## config.mk

```make
export PLATFORM = sky130hd
export DESIGN_NAME = block_batcher_flat
export DESIGN_NICKNAME = d
export VERILOG_FILES = /design/src/rtl/block_batcher_if.sv /design/src/rtl/block_batcher.sv /design/src/flat_wrapper.sv
export SDC_FILE = /design/constraint.sdc
export NUM_CORES = 1
export LEC_CHECK = 0
export ABC_AREA = 1
export CELL_PAD_IN_SITES_DETAIL_PLACEMENT = 0
export CELL_PAD_IN_SITES_GLOBAL_PLACEMENT = 1
export CORE_ASPECT_RATIO = 1.2
export CORE_UTILIZATION = 41
export DETAILED_ROUTE_END_ITERATION = 12
export PLACE_DENSITY = 0.81
export SKIP_LAST_GASP = 1
export SLEW_MARGIN = 40
export SYNTH_ARGS = -nofsm -noshare
export SYNTH_HDL_FRONTEND = slang
export SYNTH_SLANG_ARGS = --single-unit
```

## constraint.sdc

```tcl
create_clock -name clk -period 6.9 [get_ports clk]
set_input_delay 1.38 -clock clk [delete_from_list [all_inputs] [get_ports clk]]
set_output_delay 1.38 -clock clk [all_outputs]
set_load 0.1 [all_outputs]
```

## src/rtl/block_batcher_if.sv

```systemverilog
// ----------------------------------------------------------------------------
// block_batcher_if
// Bundles both valid/ready streams of the block batcher.
//   in_data/in_valid/in_last/in_ready  : word stream from the byte receiver
//   out_data/out_valid/out_ready       : block stream towards the AES core
//   out_last                           : head block closes a message
//   out_words                          : data (non-pad) words in the head block
// Modports:
//   slave  - the batcher itself (consumes words, produces blocks)
//   master - whatever drives words in and takes blocks out
// ----------------------------------------------------------------------------
interface block_batcher_if #(
   parameter int WORD_W  = 8,
   parameter int BLOCK_W = 128
);
   localparam int WORDS = BLOCK_W / WORD_W;
   localparam int OW    = $clog2(WORDS + 1);

   logic [WORD_W-1:0]  in_data;
   logic               in_valid;
   logic               in_last;
   logic               in_ready;
   logic [BLOCK_W-1:0] out_data;
   logic               out_valid;
   logic               out_ready;
   logic               out_last;
   logic [OW-1:0]      out_words;

   modport slave (
      input  in_data, in_valid, in_last, out_ready,
      output in_ready, out_data, out_valid, out_last, out_words
   );

   modport master (
      output in_data, in_valid, in_last, out_ready,
      input  in_ready, out_data, out_valid, out_last, out_words
   );
endinterface

```

## src/rtl/block_batcher.sv

```systemverilog
// ----------------------------------------------------------------------------
// block_batcher
// Packs WORD_W-bit words into BLOCK_W-bit blocks and queues up to DEPTH
// finished blocks. A word flagged in_last closes the current block early;
// the unused slots are zero filled (PAD_MODE=0) or filled with PKCS#7-style
// pad bytes (PAD_MODE=1). LSB_FIRST selects whether the first word lands in
// the most- or least-significant slot.
// Ports:
//   clk   - rising-edge clock
//   reset - asynchronous, active-low reset
//   bus   - block_batcher_if.slave carrying the word and block streams
// ----------------------------------------------------------------------------
module block_batcher #(
   parameter int WORD_W    = 8,
   parameter int BLOCK_W   = 128,
   parameter int DEPTH     = 2,
   parameter int PAD_MODE  = 0,
   parameter int LSB_FIRST = 0
) (
   input logic            clk,
   input logic            reset,
   block_batcher_if.slave bus
);
   localparam int WORDS = BLOCK_W / WORD_W;
   localparam int BYTES = WORD_W / 8;
   localparam int CNT_W = $clog2(WORDS);
   localparam int OW    = $clog2(WORDS + 1);
   localparam int PTR_W = (DEPTH > 1) ? $clog2(DEPTH) : 1;
   localparam int FC_W  = $clog2(DEPTH + 1);

   logic [CNT_W-1:0]   cnt;
   logic [BLOCK_W-1:0] asm_q;
   logic [BLOCK_W-1:0] blk_next;
   logic [7:0]         pad_byte;
   logic               accept;
   logic               complete;
   logic               pop;
   logic               fifo_full;
   logic               fifo_empty;

   logic [BLOCK_W-1:0] mem_data  [DEPTH];
   logic               mem_last  [DEPTH];
   logic [OW-1:0]      mem_words [DEPTH];
   logic [PTR_W-1:0]   wr_ptr;
   logic [PTR_W-1:0]   rd_ptr;
   logic [FC_W-1:0]    fifo_count;

   // Low bit of slot i; slot 0 is the first word of a block.
   function automatic int slot_lo(input int i);
      return (LSB_FIRST != 0) ? i * WORD_W : (WORDS - 1 - i) * WORD_W;
   endfunction

   function automatic logic [PTR_W-1:0] ptr_inc(input logic [PTR_W-1:0] p);
      return (p == PTR_W'(DEPTH - 1)) ? '0 : p + PTR_W'(1);
   endfunction

   // in_ready comes from the registered count only, so a full FIFO stalls
   // every word, even ones that would not complete a block.
   assign fifo_full     = (fifo_count == FC_W'(DEPTH));
   assign fifo_empty    = (fifo_count == '0);
   assign bus.in_ready  = !fifo_full;
   assign bus.out_valid = !fifo_empty;

   assign accept   = bus.in_valid && !fifo_full;
   assign complete = accept && ((cnt == CNT_W'(WORDS - 1)) || bus.in_last);
   assign pop      = !fifo_empty && bus.out_ready;

   // Block as it would look with the current word merged in. The assembly
   // register keeps unused slots at zero, so zero fill needs no extra work;
   // PKCS#7 fill only touches slots beyond the closing word.
   always_comb begin
      pad_byte = 8'((WORDS - 1 - int'(cnt)) * BYTES);
      blk_next = asm_q;
      for (int i = 0; i < WORDS; i++) begin
         if (int'(cnt) == i)
            blk_next[slot_lo(i) +: WORD_W] = bus.in_data;
         else if ((PAD_MODE == 1) && bus.in_last && (i > int'(cnt)))
            blk_next[slot_lo(i) +: WORD_W] = {BYTES{pad_byte}};
      end
   end

   // Assembly register: restarts empty after every completed block.
   always_ff @(posedge clk or negedge reset) begin
      if (!reset) begin
         cnt   <= '0;
         asm_q <= '0;
      end else if (accept) begin
         if (complete) begin
            cnt   <= '0;
            asm_q <= '0;
         end else begin
            cnt   <= cnt + CNT_W'(1);
            asm_q <= blk_next;
         end
      end
   end

   // FIFO storage; entries are only visible through the valid-gated outputs,
   // so they need no reset.
   always_ff @(posedge clk) begin
      if (complete) begin
         mem_data[wr_ptr]  <= blk_next;
         mem_last[wr_ptr]  <= bus.in_last;
         mem_words[wr_ptr] <= OW'(cnt) + OW'(1);
      end
   end

   // FIFO pointers and occupancy; push and pop on one edge cancel out.
   always_ff @(posedge clk or negedge reset) begin
      if (!reset) begin
         wr_ptr     <= '0;
         rd_ptr     <= '0;
         fifo_count <= '0;
      end else begin
         if (complete)
            wr_ptr <= ptr_inc(wr_ptr);
         if (pop)
            rd_ptr <= ptr_inc(rd_ptr);
         if (complete && !pop)
            fifo_count <= fifo_count + FC_W'(1);
         else if (pop && !complete)
            fifo_count <= fifo_count - FC_W'(1);
      end
   end

   assign bus.out_data  = fifo_empty ? '0 : mem_data[rd_ptr];
   assign bus.out_last  = fifo_empty ? 1'b0 : mem_last[rd_ptr];
   assign bus.out_words = fifo_empty ? '0 : mem_words[rd_ptr];
endmodule

```

## src/flat_wrapper.sv

```systemverilog
// flat-port wrapper written by rule: the top's interface ports become plain ports
module block_batcher_flat 
#(
   parameter int WORD_W    = 8,
   parameter int BLOCK_W   = 128,
   parameter int DEPTH     = 2,
   parameter int PAD_MODE  = 0,
   parameter int LSB_FIRST = 0
)
  (clk, reset, bus_in_data, bus_in_valid, bus_in_last, bus_out_ready, bus_in_ready, bus_out_data, bus_out_valid, bus_out_last, bus_out_words);
  block_batcher_if #(.WORD_W(WORD_W), .BLOCK_W(BLOCK_W)) bus_i ();
  input logic clk;
  input logic reset;
  input wire logic [$bits(bus_i.in_data)-1:0] bus_in_data;
  input wire logic [$bits(bus_i.in_valid)-1:0] bus_in_valid;
  input wire logic [$bits(bus_i.in_last)-1:0] bus_in_last;
  input wire logic [$bits(bus_i.out_ready)-1:0] bus_out_ready;
  output wire logic [$bits(bus_i.in_ready)-1:0] bus_in_ready;
  output wire logic [$bits(bus_i.out_data)-1:0] bus_out_data;
  output wire logic [$bits(bus_i.out_valid)-1:0] bus_out_valid;
  output wire logic [$bits(bus_i.out_last)-1:0] bus_out_last;
  output wire logic [$bits(bus_i.out_words)-1:0] bus_out_words;
  assign bus_i.in_data = bus_in_data;
  assign bus_i.in_valid = bus_in_valid;
  assign bus_i.in_last = bus_in_last;
  assign bus_i.out_ready = bus_out_ready;
  assign bus_in_ready = bus_i.in_ready;
  assign bus_out_data = bus_i.out_data;
  assign bus_out_valid = bus_i.out_valid;
  assign bus_out_last = bus_i.out_last;
  assign bus_out_words = bus_i.out_words;
  block_batcher #(.WORD_W(WORD_W), .BLOCK_W(BLOCK_W), .DEPTH(DEPTH), .PAD_MODE(PAD_MODE), .LSB_FIRST(LSB_FIRST)) u_core (.clk(clk), .reset(reset), .bus(bus_i));
endmodule
```

# Word level (Yosys, flattened, before mapping)
# Memories as Yosys holds them, arrays and structs flattened.
# Cells that the tools add are included.
classes:
  n_mux: 27
  n_eq_ne: 17
  reduce_logical: 13
  n_addsub: 6
ops:
  columns: ["cell", "n"]
  rows:
  - ["128-bit 2-to-1 mux", 2]
  - ["8-bit 2-to-1 mux", 16]
  - ["4-bit equality test, second input constant", 9]
  - ["4-bit by 3-bit equality test with 1-bit output, second input constant", 4]
  - ["4-bit by 2-bit equality test with 1-bit output, second input constant", 2]
  - ["4-bit by 1-bit adder with 5-bit output, second input constant", 1]
  - ["1-bit logical AND", 5]
  - ["1-bit 2-to-1 mux", 5]
  - ["5-bit 2-to-1 mux", 1]
  - ["4-bit by 1-bit adder with 4-bit output, second input constant", 1]
  - ["4-bit by 1-bit equality test with 1-bit output, second input constant", 1]
  - ["1-bit zero test", 4]
  - ["4-bit zero test", 1]
  - ["2-bit 2-to-1 mux", 2]
  - ["4-bit 2-to-1 mux", 1]
  - ["1-bit adder, second input constant", 2]
  - ["2-bit by 1-bit adder with 2-bit output, second input constant", 1]
  - ["2-bit equality test, second input constant", 1]
  - ["2-bit zero test", 1]
  - ["2-bit nonzero test", 1]
  - ["2-bit by 1-bit subtractor with 2-bit output, second input constant", 1]
  - ["1-bit logical OR", 1]
word_totals:
  memories: 3
  word_cells: 71
  mem_bits_rw: 268
  ff_bits: 136
  output_inout_bits: 136
memory_table:
  columns: ["memory", "depth", "width", "read_ports", "rd_ports_with_merged_regs", "write_ports", "line", "source"]
  rows:
  - ["u_core.mem_data", 2, 128, 1, 0, 1, "block_batcher.sv:41", "logic [BLOCK_W-1:0] mem_data [DEPTH];"]
  - ["u_core.mem_words", 2, 5, 1, 0, 1, "block_batcher.sv:43", "logic [OW-1:0] mem_words [DEPTH];"]
  - ["u_core.mem_last", 2, 1, 1, 0, 1, "block_batcher.sv:42", "logic mem_last [DEPTH];"]

# Depth between registers and ports, before layout
depth:
  ltp_word: 8
  mapped_depth: 12
  ltp_nobuf: 11

# Least setup slack after synthesis
# OpenSTA, ideal clock, no wires.
synth_path:
  path_kind: "input-to-reg"
  startpoint: "input port bus_in_valid"
  endpoint: "memory u_core.mem_data[1][0] (enable)"
  cell_stages: 5
  path_buffers: 1
  setup_slack_ps: -1102
  arrival_time_ps: 7374
  t_required_ps: 6272
  cell_sequence: "nand2_4 > buf_4 > inv_1 > nand2_1 > nor2_1"
synth_via:
  elab_chain_len: 4
synth_lines:
  columns: ["element", "line", "source"]
  rows:
  - ["start: declaration", "flat_wrapper.sv:15", "input wire logic [$bits(bus_i.in_valid)-1:0] bus_in_valid;"]
  - ["1-bit logical AND", "block_batcher.sv:64", "assign accept = bus.in_valid && !fifo_full;"]
  - ["1-bit logical AND", "block_batcher.sv:65", "assign complete = accept && ((cnt == CNT_W'(WORDS - 1)) || bus.in_last);"]
  - ["1-bit 2-to-1 mux", "block_batcher.sv:101", "if (complete) begin"]
  - ["1-bit 2-to-1 mux (not written as such)", "block_batcher.sv:102", "mem_data[wr_ptr] <= blk_next;"]
  - ["end: declaration", "block_batcher.sv:41", null]
# Every way passes these cells.

# Final worst setup path
layout_path:
  startpoint: "register u_core.rd_ptr"
  endpoint: "output port bus_out_data[70]"
layout_via:
  elab_chain_len: 2
layout_lines:
  columns: ["element", "line", "source"]
  rows:
  - ["start: declaration", "block_batcher.sv:45", "logic [PTR_W-1:0] rd_ptr;"]
  - ["start signal: assignment", "block_batcher.sv:118", "rd_ptr <= ptr_inc(rd_ptr);"]
  - ["memory read 2 x 128 bit", null, null]
  - ["128-bit 2-to-1 mux", "block_batcher.sv:126", "assign bus.out_data = fifo_empty ? '0 : mem_data[rd_ptr];"]
  - ["end: declaration", "flat_wrapper.sv:19", "output wire logic [$bits(bus_i.out_data)-1:0] bus_out_data;"]
# Every way passes these cells.

==> reports/results.ini <==
[logic_synthesis]
netlist.area_leader.share_pct = 46.6
synth_top_family_by_area = simple AND/OR/NAND/NOR gates
synth-xor-area-share_pct = 0.152
synth_fp_nets = 1794
netlist_area_um2 = 17300
ys_types = 24
ys_warn_count = 0
synthSimpleGateAreaFrac_pct = 25.6
synthCells = 1776
ys_seq_area_share_pct = 66.3
synth_fa_ha_area_share_pct = 0.362
synthMuxAreaShare_pct = 0
synth_seq_cells = 404
synth_area_leaders = edfxtp_1 47%, nand2_1 20%, dfrtp_1 20%
synth_area_per_cell_um2 = 9.72
synth_compound_area_share_pct = 3.88
yosys.area.top_type = edfxtp_1

[sta]
tns_ns = 0
fmax_ghz = 0.234
fin_crit_ns = 4.27
setup_viol = 0
hold_violations = 0
slew_headroom_pct = 47.8
rsz0062_at_grt = no
final-max-slew-violation-count = 0
fin_skew_ns = 0.0122
worst_pin_slew_ns = 0.783
finalCritPeriodShare_pct = 61.8

[floorplanning]
die_height_um = 227
io_pins = 149
die_area_um2 = 42900
rows = 82
die_w_um = 189
coreArea_um2 = 41700
start_util_pct = 41.5

[clock_tree]
ctsLongestPathBuffers = 3
holdBufCountCts = 0
cts_buffers = 41
root_buffer = clkbuf_16
post_cts_buffers = 0
cts-resized-gates = 0
cts.sinks = 404
h-tree-depth = 2
insertion_delay_ns = 0.54
cts_tree = built
clkTransAtPathRegs_ns = 0.06

[cells_and_area]
drive_gt1_share_pct = 13.0
diodes = 0
final_common_cell = nand2_1
fillerInstances = 3882
multi_input_comb_area_um2 = 5190
syn2layout_area_growth_pct = 14.7
layout.nets = 1882
ff_latch_area_um2 = 11500
layout_common_cells = 934 x nand2_1, 268 x edfxtp_1, 142 x buf_2, 134 x a21oi_1, 133 x dfrtp_1

[critical_path]
arrival_ns = 2.89
startpoint_type = register
critical_path_class = register to output port
critPathRequiredTime_ns = 5.52
cp_max_fo = 96
worstSetupEndpointType = output port
ff2ff_path_depth = 6

[global_route]
grt_first_pass_wirelength_um = 69100
grt_max_degree = 100
overflow = 0
grt.total_usage_pct = 20.8
grt_antenna_before_repair = 0
grt_pass1_vias = 12100

[hold_path]
worstHoldPathCells = 2
hp-class = register to register

[drt]
vias = 12900
dr.first_iter.drc_count = 1176
ant_nets = 0
post_drt_wl_per_cell_um = 18.4
viasPerCell = 5.29
wirelength_um = 45000
firstDrtPassIters = 6
drc = 0

[flow_run]
cap_violations = 0

[placed_design]
gp_congestion = 0.772
port_buffers = 148
dp_hpwl_um = 25900

[outcome]
status = complete, no violations

sequential cells by signal, summed over array words and instances, names as in the netlist:
signal / count
u_core.mem_last: 2
u_core.fifo_count: 2
u_core.mem_words: 10
u_core.rd_ptr: 1
u_core.cnt: 4
u_core.mem_data: 256
u_core.asm_q: 128
u_core.wr_ptr: 1
metal layers:
metal / vias to the layer above / track usage [%] / part of all wire, %
li1: 6098 / - / -
met1: 6316 / 27.8 / 42
met2: 427 / 34.8 / 50
met3: 87 / 2.63 / 5.6
met4: 0 / 7.05 / 2.8
met5: - / 0 / 0
cells by family after synthesis:
logic type / after synthesis
adder cells (fa/ha/maj): 5
AND/OR/NAND/NOR: 1086
buffers and inverters: 144
flip-flops: 404
AO/OA/AOI/OAI: 134
XOR/XNOR: 3
synth_stat cells (all sizes together):
| cell type | n |
|---|---|
| a21oi | 134 |
| buf | 62 |
| clkbuf | 67 |
| clkinv | 1 |
| dfrtp | 136 |
| edfxtp | 268 |
| ha | 5 |
| inv | 14 |
| nand2 | 936 |
| nand3 | 47 |
| nand4 | 98 |
| nor2 | 4 |
| or2 | 1 |
| xnor2 | 1 |
| xor2 | 2 |
worst max-delay path, stage by stage (launching register included):
cell     delay [ns]
dfrtp_4        0.75
buf_6          0.64
nand2_1        0.10
a21oi_1        0.27
buf_2          0.48
area by class of cell:
cell class / instances / share of cell area [%]
sequential: 404 / 57.8
clock inverter: 20 / 1.16
multi-input combinational: 1228 / 26.2
timing repair buffer: 174 / 5.06
clock buffer: 55 / 5.92
tap: 546 / 3.45
inverter: 15 / 0.347
stage by stage:
stage	instance area (um2)	std cells	hold slack, ns	utilization, %	setup WS, ns
after floorplan	17300	1776	0.442	-	1.16
after global placement	19100	2365	0.453	45.7	2.13
after detailed placement	18400	2366	0.465	44.1	2.57
after CTS	19800	2441	0.481	47.5	2.45
after global routing	19800	2442	0.493	47.5	2.44
final	19800	2442	0.476	47.5	2.63
path summary, 6_finish.rpt:
check / slack, ns / end / startpoint
setup / recovery: 2.63 / bus_out_data[70] / u_core.rd_ptr
hold / removal: 0.48 / u_core.asm_q[49] / u_core.asm_q[49]
setup reg to reg: 3.86 / u_core.mem_data[0][48] / u_core.cnt[3]
hold reg to reg: 0.48 / u_core.asm_q[49] / u_core.asm_q[49]
max in group asynchronous: 4.78 / u_core.rd_ptr / reset
min in group asynchronous: 0.86 / u_core.asm_q[50] / reset
Power is not shown: default switching activity piles up to over one toggle a cycle in this logic, so the estimate is an artifact.
